--- config.mk ---
export PLATFORM = sky130hd
export DESIGN_NAME = icache_controller
export DESIGN_NICKNAME = d
export VERILOG_FILES = /design/src/rtl/icache_controller.sv
export SDC_FILE = /design/constraint.sdc
export NUM_CORES = 1
export LEC_CHECK = 0
export CAP_MARGIN = 20
export CORE_MARGIN = 2
export CORE_UTILIZATION = 53
export CTS_BUF_LIST = sky130_fd_sc_hd__clkbuf_4 sky130_fd_sc_hd__clkbuf_8
export DETAILED_ROUTE_END_ITERATION = 10
export GPL_ROUTABILITY_DRIVEN = 0
export MAX_ROUTING_LAYER = met4
export PLACE_DENSITY = 0.76
export SYNTH_ARGS = -nofsm -noshare
export SYNTH_HDL_FRONTEND = slang
export SYNTH_SLANG_ARGS = --single-unit
export TNS_END_PERCENT = 100
--- constraint.sdc ---
create_clock -name clock -period 12.63 [get_ports clock]
set_input_delay 2.526 -clock clock [delete_from_list [all_inputs] [get_ports clock]]
set_output_delay 2.526 -clock clock [all_outputs]
set_load 0.1 [all_outputs]
--- src/rtl/icache_controller.sv ---
// rtl/icache_controller.sv - direct-mapped instruction cache with block fill sequencer
module icache_controller #(
    parameter int NUM_SETS = 8,
    parameter int CNT_W    = 16
) (
    input  logic             clock,
    input  logic             reset_n,
    input  logic             read,
    input  logic [9:0]       pc,
    output logic [31:0]      instruction,
    output logic             busywait,
    output logic             mem_read,
    output logic [5:0]       mem_address,
    input  logic [127:0]     mem_readinst,
    input  logic             mem_busywait,
    output logic [CNT_W-1:0] hit_count,
    output logic [CNT_W-1:0] miss_count
);

    typedef enum logic [1:0] {
        IDLE     = 2'd0,
        MEM_READ = 2'd1,
        UPDATE   = 2'd2
    } state_t;

    state_t              state;
    logic [NUM_SETS-1:0] valid;
    logic [2:0]          tag_array  [NUM_SETS];
    logic [127:0]        data_array [NUM_SETS];
    logic                first_cycle;
    logic                filled;

    logic [2:0]          index;
    logic [2:0]          tag;
    logic [127:0]        line;
    logic                hit;
    logic                unused_pc_bits;

    assign index          = pc[6:4];
    assign tag            = pc[9:7];
    assign line           = data_array[index];
    assign unused_pc_bits = ^pc[1:0];

    // Hit detection is purely combinational from the current fetch address.
    always_comb begin
        hit = read & valid[index] & (tag_array[index] == tag);
    end

    // Word select within the 128-bit line; zero unless the fetch hits.
    always_comb begin
        instruction = 32'h0;
        if (hit) begin
            case (pc[3:2])
                2'd0:    instruction = line[31:0];
                2'd1:    instruction = line[63:32];
                2'd2:    instruction = line[95:64];
                default: instruction = line[127:96];
            endcase
        end
    end

    // CPU stall: misses stall in IDLE, the whole fill stalls; held low while in reset.
    always_comb begin
        busywait = 1'b0;
        if (reset_n) begin
            case (state)
                IDLE:    busywait = read & ~hit;
                default: busywait = 1'b1;
            endcase
        end
    end

    // Fill sequencer with registered memory strobes, valid bits and saturating counters.
    always_ff @(posedge clock or negedge reset_n) begin
        if (!reset_n) begin
            state       <= IDLE;
            valid       <= '0;
            mem_read    <= 1'b0;
            mem_address <= 6'd0;
            hit_count   <= '0;
            miss_count  <= '0;
            first_cycle <= 1'b0;
            filled      <= 1'b0;
        end else begin
            case (state)
                IDLE: begin
                    filled <= 1'b0;
                    if (read) begin
                        if (hit) begin
                            // The first hit after a fill is the stalled fetch completing, not a new fetch.
                            if (!filled && (hit_count != '1))
                                hit_count <= hit_count + CNT_W'(1);
                        end else begin
                            if (miss_count != '1)
                                miss_count <= miss_count + CNT_W'(1);
                            mem_address <= {tag, index};
                            mem_read    <= 1'b1;
                            first_cycle <= 1'b1;
                            state       <= MEM_READ;
                        end
                    end
                end
                MEM_READ: begin
                    // Memory only raises busywait after seeing the strobe, so ignore it on the first edge.
                    first_cycle <= 1'b0;
                    if (!first_cycle && !mem_busywait) begin
                        mem_read <= 1'b0;
                        state    <= UPDATE;
                    end
                end
                UPDATE: begin
                    valid[mem_address[2:0]] <= 1'b1;
                    filled                  <= 1'b1;
                    state                   <= IDLE;
                end
                default: state <= IDLE;
            endcase
        end
    end

    // Tag and data arrays are written only when a fill completes; they are never cleared.
    always_ff @(posedge clock) begin
        if (state == UPDATE) begin
            data_array[mem_address[2:0]] <= mem_readinst;
            tag_array[mem_address[2:0]]  <= mem_address[5:3];
        end
    end

endmodule

==> impl_metrics.py, run 1 <==
metrics = {
    "yosys": {
        "synth_top_area_share": 0.741,
        "ys.flop_type": "edfxtp_1",
        "synth_seq_area_share": 0.771,
        "synth.avg_cell_area_um2": 22.4,
        "synth.most_common_cell": "edfxtp_1",
        "syn_inst": 1901,
        "netlist_area_mm2": 0.0425,
        "ys_types": 50,
        "ys_ff_latch": 1099,
        "synth_top_cell_by_area": "edfxtp_1",
        "synthArstFlopShare": 0.0464,
        "syn_nets": 2045,
        "yosys-top-cells-area": "edfxtp_1 (74%), mux4_2 (14%), dfrtp_1 (3.0%)",
        "synth-edff-count": 1048,
        "yosys_warnings": 0,
        "synthTopCellsByCount": "edfxtp_1 (1,048), mux4_2 (272), mux2i_1 (71), dfrtp_1 (51), nor2_1 (36)",
    },
    "sta": {
        "period_minus_slack_ns": 9.52,
        "hold_viol": 0,
        "fin_crit_sh": 0.754,
        "slew_headroom": 0.221,
        "setup-tns-final_ns": 0,
        "tightest_slew_ns": 1.17,
        "fmax_mhz": 105,
        "fin_worst_skew_ns": 0.0356,
        "fin_hold_ws_ns": 0.466,
        "slew_violations": 0,
        "setup_viol": 0,
        "rsz0062_at_grt": "false",
    },
    "global_routing": {
        "gr-usage-all-layers": 0.229,
        "grt_overflow": 0,
        "grt_pass1_vias": 21458,
        "antenna_found_initial": 20,
        "grt_max_degree": 146,
        "grt_first_pass_wirelength_um": 134000,
    },
    "floorplan": {
        "die_y_um": 287,
        "core-area_mm2": 0.0791,
        "num_io_pins": 214,
        "fp-row-count": 103,
        "start_util": 0.537,
        "die_x_um": 287,
        "die_area_mm2": 0.0825,
    },
    "place": {
        "hpwl_um": 45900,
        "dp.cells": 3088,
        "numPortBuffers": 211,
    },
    "cts": {
        "cts_buffers": 167,
        "clockRootBuffer": "clkbuf_8",
        "cts_hold_buf": 0,
        "clockBufferDepth": 3,
        "cts_tree": "yes",
        "clk_pin_slew_worst_paths_ns": 0.06,
        "cts_setup_buffers": 0,
        "ctsResizeCount": 0,
        "cts.sinks": 1099,
        "htree_levels": 4,
        "clock_insertion_delay_worst_skew_ns": 0.81,
    },
    "route": {
        "routed-via-count": 20189,
        "drtAntennaViolNets": 0,
        "wl_met1_um": 34900,
        "drtPass1Iterations": 5,
        "detail_route.iter0.violations": 1716,
        "wl_met2_um": 45200,
        "wl_met3_um": 6730,
        "drt-total-wl_um": 89200,
        "wl_per_cell_um": 26.2,
        "drcViolationCount": 0,
        "vias_per_cell": 5.93,
        "topRoutingLayerUsed": "met4",
    },
    "critical_path": {
        "worst-path-max-fanout": 46,
        "crit_slowest_cell": "clkdlybuf4s50_1",
        "worstPathRequired_ns": 10.10,
        "reg2reg_slack_ns": 9.64,
        "worstReg2RegStart": "state[0]",
        "crit_chain": "buf_4 > buf_4 > mux4_2 > mux2_2 > nand2_1 > nand4b_4 > buf_4 > a211oi_1 > clkdlybuf4s50_1",
        "reg2reg_depth": 5,
        "crit_arrival_ns": 7.00,
        "critPathCaptureType": "primary output",
        "crit_path_frequent_cell": "buf_4",
        "critPathLaunchType": "input port",
        "r2r_end": "data_array[2][57]",
        "path_class": "in2out",
        "cpPeakStageDelay_ns": 1.26,
    },
    "power": {
        "powerDensity_mw_per_mm2": 159,
        "ir_drop_v": 0.000108,
        "p_leak_uw": 0.0158,
        "clkPwrFrac": 0.355,
        "p_int_uw": 5900,
        "pwr-share-seq": 0.544,
        "switching_share": 0.244,
        "p_comb_frac": 0.102,
        "power.switching_uw": 1900,
        "power.total_uw": 7800,
    },
    "min_path": {
        "min_path_cells": 1,
        "min_from": "first_cycle",
        "hold_end": "state[1]",
        "hold_path_class": "reg2reg",
    },
    "cells_and_area": {
        "stdcell_count": 3404,
        "syn2layout_area_growth_pct": 15.2,
        "final_nets": 2351,
        "drive_above_1_share": 0.259,
    },
    "run_status": {
        "status": "finished, final reports clean",
    },
    "flow_run": {
        "drv_cap": 0,
    },
}
## worst max-delay path, delay by kind of cell
family          cells  cell delay [ns]
compound gates      1             0.59
mux                 2             0.51
simple gates        2             0.34
buf+inv             4             2.92
## power groups by stage
| stage | clock network (uW) | registers, uW | logic [uW] |
|---|---|---|---|
| final | 2770 | 4240 | 794 |
| after global routing | 2990 | 4260 | 839 |
| after CTS | 2830 | 4240 | 804 |
| after detailed placement | 0 | 4320 | 802 |
| after global placement | 0 | 4310 | 786 |
| after floorplan | 0 | 4480 | 369 |
## metal layers
| metal | up-vias | global-route usage |
|---|---|---|
| met3 | 144 | 0.0553 |
| li1 | 8662 | - |
| met4 | 0 | 0.0870 |
| met2 | 738 | 0.365 |
| met5 | - | - |
| met1 | 10645 | 0.287 |
## flip-flops by register name (all words and copies together) (netlist names)
register     cells
valid            8
first_cycle      1
mem_read         1
state            2
tag_array       24
miss_count      16
filled           1
data_array    1024
mem_address      6
hit_count       16
## kinds of logic (layout without fill, tap and decap cells)
| kind of cell | count (synthesis) | after routing | share of synthesized area |
|---|---|---|---|
| AO/OA/AOI/OAI | 128 | 128 | 0.0196 |
| XOR/XNOR | 31 | 31 | 0.00674 |
| adder cells (fa/ha/maj) | 2 | 2 | 0.000589 |
| buffers and inverters | 112 | 544 | 0.0132 |
| flip-flops | 1099 | 1099 | 0.771 |
| multiplexers | 370 | 370 | 0.168 |
| other | 0 | 21 | 0 |
| AND/OR/NAND/NOR | 159 | 159 | 0.0212 |
## cell type report
class,count,area [um2]
Timing Repair Buffer,235,2390
Clock buffer,223,2740
Sequential cell,1099,32700
Antenna cell,21,52.6
Inverter,14,52.6
Clock inverter,72,420
Multi-Input combinational cell,690,9250
Tap cell,1050,1310
Fill cell,5344,30200
## through the flow
step                setup slack, ns  instance area (um2)   util
floorplan                      1.58                42500      -
global placement               3.05                45700  0.578
detailed placement             3.09                45800  0.578
CTS                            3.09                48900  0.618
global route                   2.91                49000  0.619
finish                         3.11                49000  0.619
## cell usage in the layout, fill, tap and decap left out, types with 10 or more instances in the layout
cell type / count
mux2i_1: 71
buf_4: 17
nor2b_1: 24
dfrtp_1: 51
clkinv_2: 14
nor2_1: 30
clkdlybuf4s50_1: 205
a22oi_1: 15
clkbuf_4: 53
mux4_2: 272
clkinv_1: 43
o21ai_0: 29
mux2_2: 18
nand2_1: 28
xor2_1: 22
a211oi_1: 26
nand3_1: 13
diode_2: 21
inv_1: 14
a21oi_1: 22
a31oi_1: 10
edfxtp_1: 1048
clkbuf_8: 170
## worst max path at each step
stage	startpoint	to	slack, ns	depth (start not counted)
floorplan	mem_address[0]	valid[1]	1.58	3
global placement	pc[6]	instruction[8]	3.05	9
detailed placement	pc[6]	instruction[8]	3.09	9
CTS	pc[6]	instruction[8]	3.09	9
global route	pc[4]	instruction[9]	2.91	9
finish	pc[6]	instruction[8]	3.11	9
Power figures use the tool's default switching activity.
==> run 2: changes to the inputs <==
--- a/config.mk
+++ b/config.mk
@@ -12,7 +12,7 @@
 export DETAILED_ROUTE_END_ITERATION = 10
 export GPL_ROUTABILITY_DRIVEN = 0
 export MAX_ROUTING_LAYER = met4
-export PLACE_DENSITY = 0.76
+export PLACE_DENSITY = 0.78
 export SYNTH_ARGS = -nofsm -noshare
 export SYNTH_HDL_FRONTEND = slang
 export SYNTH_SLANG_ARGS = --single-unit
==> constraint.sdc (replaced) <==
create_clock -name clock -period 8.58 [get_ports clock]
set_input_delay 1.716 -clock clock [delete_from_list [all_inputs] [get_ports clock]]
set_output_delay 1.716 -clock clock [all_outputs]
set_load 0.1 [all_outputs]
==> impl_metrics.py, run 2 (synthesis results as in run 1) <==
metrics = {
    "cells_and_area": {
        "final_nets": 2369,
        "post-route-util": 0.622,
        "fill_cells": 5281,
        "final_cell_mix": "edfxtp_1 (1,048), mux4_2 (272), clkdlybuf4s50_1 (189)",
        "syn2layout_area_growth_pct": 15.9,
        "largest_register_ffs": 1024,
        "layout_commonest_cell": "edfxtp_1",
        "drive_above_1_share": 0.274,
    },
    "cts": {
        "cts_hold_buf": 0,
        "htree_levels": 4,
        "cts.sinks": 1099,
        "cts_buffers": 171,
        "clock_insertion_delay_worst_skew_ns": 0.81,
        "clockRootBuffer": "clkbuf_8",
        "ctsResizeCount": 0,
        "cts_setup_buffers": 0,
        "cts_tree": "yes",
        "clockBufferDepth": 3,
        "clk_pin_slew_worst_paths_ns": 0.06,
    },
    "sta": {
        "slew_violations": 0,
        "slew_headroom": 0.274,
        "fin_worst_skew_ns": 0.0393,
        "hold_viol": 0,
        "rsz0062_at_grt": "false",
        "setup_viol": 0,
        "fin_crit_sh": 0.818,
        "tightest_slew_ns": 1.09,
        "fmax_mhz": 143,
        "period_minus_slack_ns": 7.02,
        "setup-tns-final_ns": 0,
    },
    "place": {
        "hpwl_um": 48700,
        "numPortBuffers": 211,
    },
    "route": {
        "drt-total-wl_um": 89300,
        "vias_per_cell": 5.94,
        "drtAntennaViolNets": 0,
        "drtPass1Iterations": 5,
        "wl_per_cell_um": 26.0,
        "drcViolationCount": 0,
        "detail_route.iter0.violations": 1885,
        "routed-via-count": 20409,
    },
    "critical_path": {
        "worstPathRequired_ns": 6.86,
        "critPathCaptureType": "primary output",
        "path_class": "in2out",
        "critPathLaunchType": "input port",
        "reg2reg_depth": 5,
        "crit_arrival_ns": 5.30,
        "reg2reg_slack_ns": 5.06,
        "r2r_end": "data_array[2][86]",
        "worstReg2RegStart": "state[0]",
        "worst-path-max-fanout": 73,
    },
    "floorplan": {
        "die_area_mm2": 0.0825,
        "die_y_um": 287,
        "start_util": 0.537,
        "core-area_mm2": 0.0791,
        "die_x_um": 287,
        "num_io_pins": 214,
        "fp-row-count": 103,
    },
    "global_routing": {
        "grt_max_degree": 148,
        "grt_pass1_vias": 21667,
        "gr-usage-all-layers": 0.228,
        "grt_overflow": 0,
        "antenna_found_initial": 21,
        "grt_first_pass_wirelength_um": 134000,
    },
    "min_path": {
        "min_path_cells": 1,
        "hold_path_class": "reg2reg",
        "min_from": "valid[0]",
        "hold_end": "valid[0]",
    },
    "run_status": {
        "status": "finished, final reports clean",
    },
    "power": {
        "powerDensity_mw_per_mm2": 237,
        "ir_drop_v": 0.000157,
        "p_leak_uw": 0.0160,
    },
    "flow_run": {
        "drv_cap": 0,
    },
}
==> run 2: cell types whose count changed in the layout (fill, tap and decap cells not counted), moves of 2 or more <==
| cell | before | now |
|---|---|---|
| clkbuf_4 | 53 | 48 |
| buf_4 | 17 | 45 |
| clkinv_4 | 0 | 2 |
| clkinv_1 | 43 | 47 |
| clkinv_8 | 1 | 3 |
| clkbuf_8 | 170 | 173 |
| nor3_2 | 4 | 2 |
| clkdlybuf4s50_1 | 205 | 189 |
| clkinv_2 | 14 | 22 |
| bufinv_16 | 2 | 4 |
| inv_6 | 2 | 4 |
| nor3_4 | 0 | 2 |
==> run 2: critical path: stages <==
cell             delay [ns]
buf_8                  0.56
buf_12                 0.31
mux4_2                 0.54
mux4_2                 0.52
mux2i_1                0.37
nor2_1                 0.12
clkdlybuf4s50_1        0.99
==> run 2: metal layers <==
metal | up-vias | track usage | wire length [um] | share of wire
li1 | 8715 | - | - | -
met5 | - | - | 0 | 0
met1 | 10639 | 0.286 | 34200 | 0.38
met2 | 894 | 0.367 | 45300 | 0.51
met3 | 161 | 0.0569 | 7650 | 0.086
met4 | 0 | 0.0745 | 2070 | 0.023
==> run 2: metrics by stage <==
stage               cell area, um2  setup WS, ns  hold WS, ns  std cells  power (uW)
finish                       49200          1.56        0.464       3434       11700
global route                 49200          1.40        0.479       3434       12100
CTS                          49200          1.53        0.467       3414       11800
detailed placement           45900          1.53        0.453       3102        7560
global placement             45800          1.56        0.446       3101        7510
floorplan                    42500          1.18        0.434       1901        7140
==> run 2: how the worst max path moves through the flow <==
stage,startpoint,endpoint,slack [ns],cells past startpoint
6_report,pc[4],instruction[22],1.56,7
5_1_grt,pc[4],instruction[22],1.40,7
4_1_cts,pc[4],instruction[22],1.53,7
3_5_place_dp,pc[4],instruction[22],1.53,7
3_3_place_gp,pc[4],instruction[22],1.56,7
2_1_floorplan,mem_address[0],valid[7],1.18,3
==> run 2: final cells by class <==
class / instances / area [um2] / area share
timing repair buffer: 249 / 2490 / 0.0505
clock inverter: 91 / 599 / 0.0122
multi-input combinational: 690 / 9250 / 0.188
tap: 1050 / 1310 / 0.0267
sequential: 1099 / 32700 / 0.665
inverter: 14 / 52.6 / 0.00107
clock buffer: 221 / 2740 / 0.0557
antenna: 20 / 50.0 / 0.00102
==> run 2: report_power, final <==
part           internal (uW)  switching, uW  total (uW)
sequential              6150            106        6250
combinational            408            776        1180
clock                   2230           1990        4230
total                   8790           2880       11700
==> run 3: changes to the inputs <==
--- a/config.mk
+++ b/config.mk
@@ -12,7 +12,7 @@
 export DETAILED_ROUTE_END_ITERATION = 10
 export GPL_ROUTABILITY_DRIVEN = 0
 export MAX_ROUTING_LAYER = met4
-export PLACE_DENSITY = 0.78
+export PLACE_DENSITY = 0.76
 export SYNTH_ARGS = -nofsm -noshare
 export SYNTH_HDL_FRONTEND = slang
 export SYNTH_SLANG_ARGS = --single-unit
==> constraint.sdc (replaced) <==
create_clock -name clock -period 7.2 [get_ports clock]
set_input_delay 1.44 -clock clock [delete_from_list [all_inputs] [get_ports clock]]
set_output_delay 1.44 -clock clock [all_outputs]
set_load 0.1 [all_outputs]
==> impl_metrics.py, run 3 (synthesis results as in run 1) <==
metrics = {
    "run_status": {
        "status": "finished, final reports clean",
    },
    "route": {
        "drcViolationCount": 0,
        "detail_route.iter0.violations": 1853,
        "drtAntennaViolNets": 0,
        "drt-total-wl_um": 88800,
        "vias_per_cell": 5.93,
        "drtPass1Iterations": 6,
        "wl_per_cell_um": 25.9,
        "routed-via-count": 20365,
    },
    "critical_path": {
        "path_class": "in2out",
        "crit_arrival_ns": 4.50,
        "critPathLaunchType": "input port",
        "critPathCaptureType": "primary output",
        "worst-path-max-fanout": 55,
        "worstPathRequired_ns": 5.76,
    },
    "floorplan": {
        "die_x_um": 287,
        "fp-row-count": 103,
        "num_io_pins": 214,
        "die_area_mm2": 0.0825,
        "die_y_um": 287,
        "core-area_mm2": 0.0791,
        "start_util": 0.537,
    },
    "cells_and_area": {
        "post-route-util": 0.626,
        "largest_register_ffs": 1024,
        "layout_commonest_cell": "edfxtp_1",
        "final_area_mm2": 0.0495,
        "syn2layout_area_growth_pct": 16.5,
        "final_nets": 2357,
        "final_cell_mix": "edfxtp_1 (1,048), mux4_2 (272), clkbuf_8 (174)",
        "stdcell_count": 3433,
        "drive_above_1_share": 0.277,
        "seq_area_mm2": 0.0327,
        "multiInputGateArea_mm2": 0.00926,
        "fill_cells": 5261,
    },
    "sta": {
        "fmax_mhz": 168,
        "hold_viol": 0,
        "fin_crit_sh": 0.824,
        "slew_violations": 0,
        "period_minus_slack_ns": 5.94,
        "slew_headroom": 0.118,
        "worst_slack_ns": 1.26,
        "rsz0062_at_grt": "false",
        "fin_worst_skew_ns": 0.0417,
        "setup_viol": 0,
        "tightest_slew_ns": 1.32,
        "fin_hold_ws_ns": 0.466,
    },
    "cts": {
        "cts_tree": "yes",
        "cts_setup_buffers": 0,
        "htree_levels": 4,
        "ctsResizeCount": 0,
        "clock_insertion_delay_worst_skew_ns": 0.80,
        "clockBufferDepth": 3,
        "cts_buffers": 169,
        "clockRootBuffer": "clkbuf_8",
        "cts.sinks": 1099,
        "clk_pin_slew_worst_paths_ns": 0.05,
        "cts_hold_buf": 0,
    },
    "global_routing": {
        "grt_first_pass_wirelength_um": 134000,
        "grt_overflow": 0,
        "antenna_found_initial": 29,
        "grt_pass1_vias": 21444,
        "grt_max_degree": 133,
        "gr-usage-all-layers": 0.228,
    },
    "power": {
        "p_int_uw": 10500,
        "ir_drop_v": 0.000212,
        "powerDensity_mw_per_mm2": 280,
        "p_comb_frac": 0.102,
        "clkPwrFrac": 0.361,
        "pwr-share-seq": 0.537,
        "p_leak_uw": 0.0160,
        "power.switching_uw": 3390,
        "switching_share": 0.245,
    },
    "place": {
        "placed_area_mm2": 0.0461,
        "pre_cts_ws_ns": 1.05,
        "dp.cells": 3091,
        "hpwl_um": 46700,
        "numPortBuffers": 211,
    },
    "min_path": {
        "hold_path_class": "reg2reg",
    },
    "flow_run": {
        "drv_cap": 0,
    },
}
## run 3: cell types whose count changed in the layout (fill, tap and decap cells not counted), sizes merged
cell	before	now
buf	60	67
diode	20	28
clkinvlp	5	7
inv	22	20
clkbuf	221	222
clkdlybuf4s50	189	172
## run 3: path summary, 6_finish.rpt
path | startpoint | end | slack, ns | depth (start not counted)
worst max-delay path | pc[6] | instruction[7] | 1.26 | 6
worst min-delay path | valid[3] | valid[3] | 0.47 | 1
worst max register to register | state[0] | data_array[7][37] | 4.33 | 5
worst min register to register | valid[3] | valid[3] | 0.47 | 1
max in group asynchronous | reset_n | hit_count[7] | 5.97 | 2
min in group asynchronous | reset_n | hit_count[4] | 0.77 | 2
## run 3: layer usage
layer  vias up  part of all wire  global-route usage
li1       8717                 -                   -
met1     10718              0.39               0.288
met2       767              0.50               0.362
met3       163             0.079              0.0606
met4         0             0.024              0.0766
met5         -                 0                   -
## run 3: power by group through the flow
stage               clock network [uW]  logic [uW]  registers, uW
floorplan                            0         649           7850
global placement                     0        1400           7560
detailed placement                   0        1430           7580
CTS                               5110        1430           7450
global route                      5390        1490           7470
finish                            5010        1410           7450
## run 3: critical path: stages
cell      delay, ns
buf_6          0.54
mux4_2         0.62
xor2_2         0.24
nand4b_4       0.62
a211oi_1       0.74
buf_12         0.25
## run 3: layout make-up
type / instances / area share
Clock inverter: 91 / 0.0114
Antenna cell: 28 / 0.00142
Clock buffer: 222 / 0.0556
Multi-Input combinational cell: 690 / 0.187
Sequential cell: 1099 / 0.661
Inverter: 14 / 0.00106
Timing Repair Buffer: 239 / 0.0556
Tap cell: 1050 / 0.0265
## run 3: per-stage QoR
stage,total power [uW],setup TNS (ns)
global route,14400,0
CTS,14000,0
finish,13900,0
global placement,8960,0
detailed placement,9010,0
floorplan,8500,-66.43
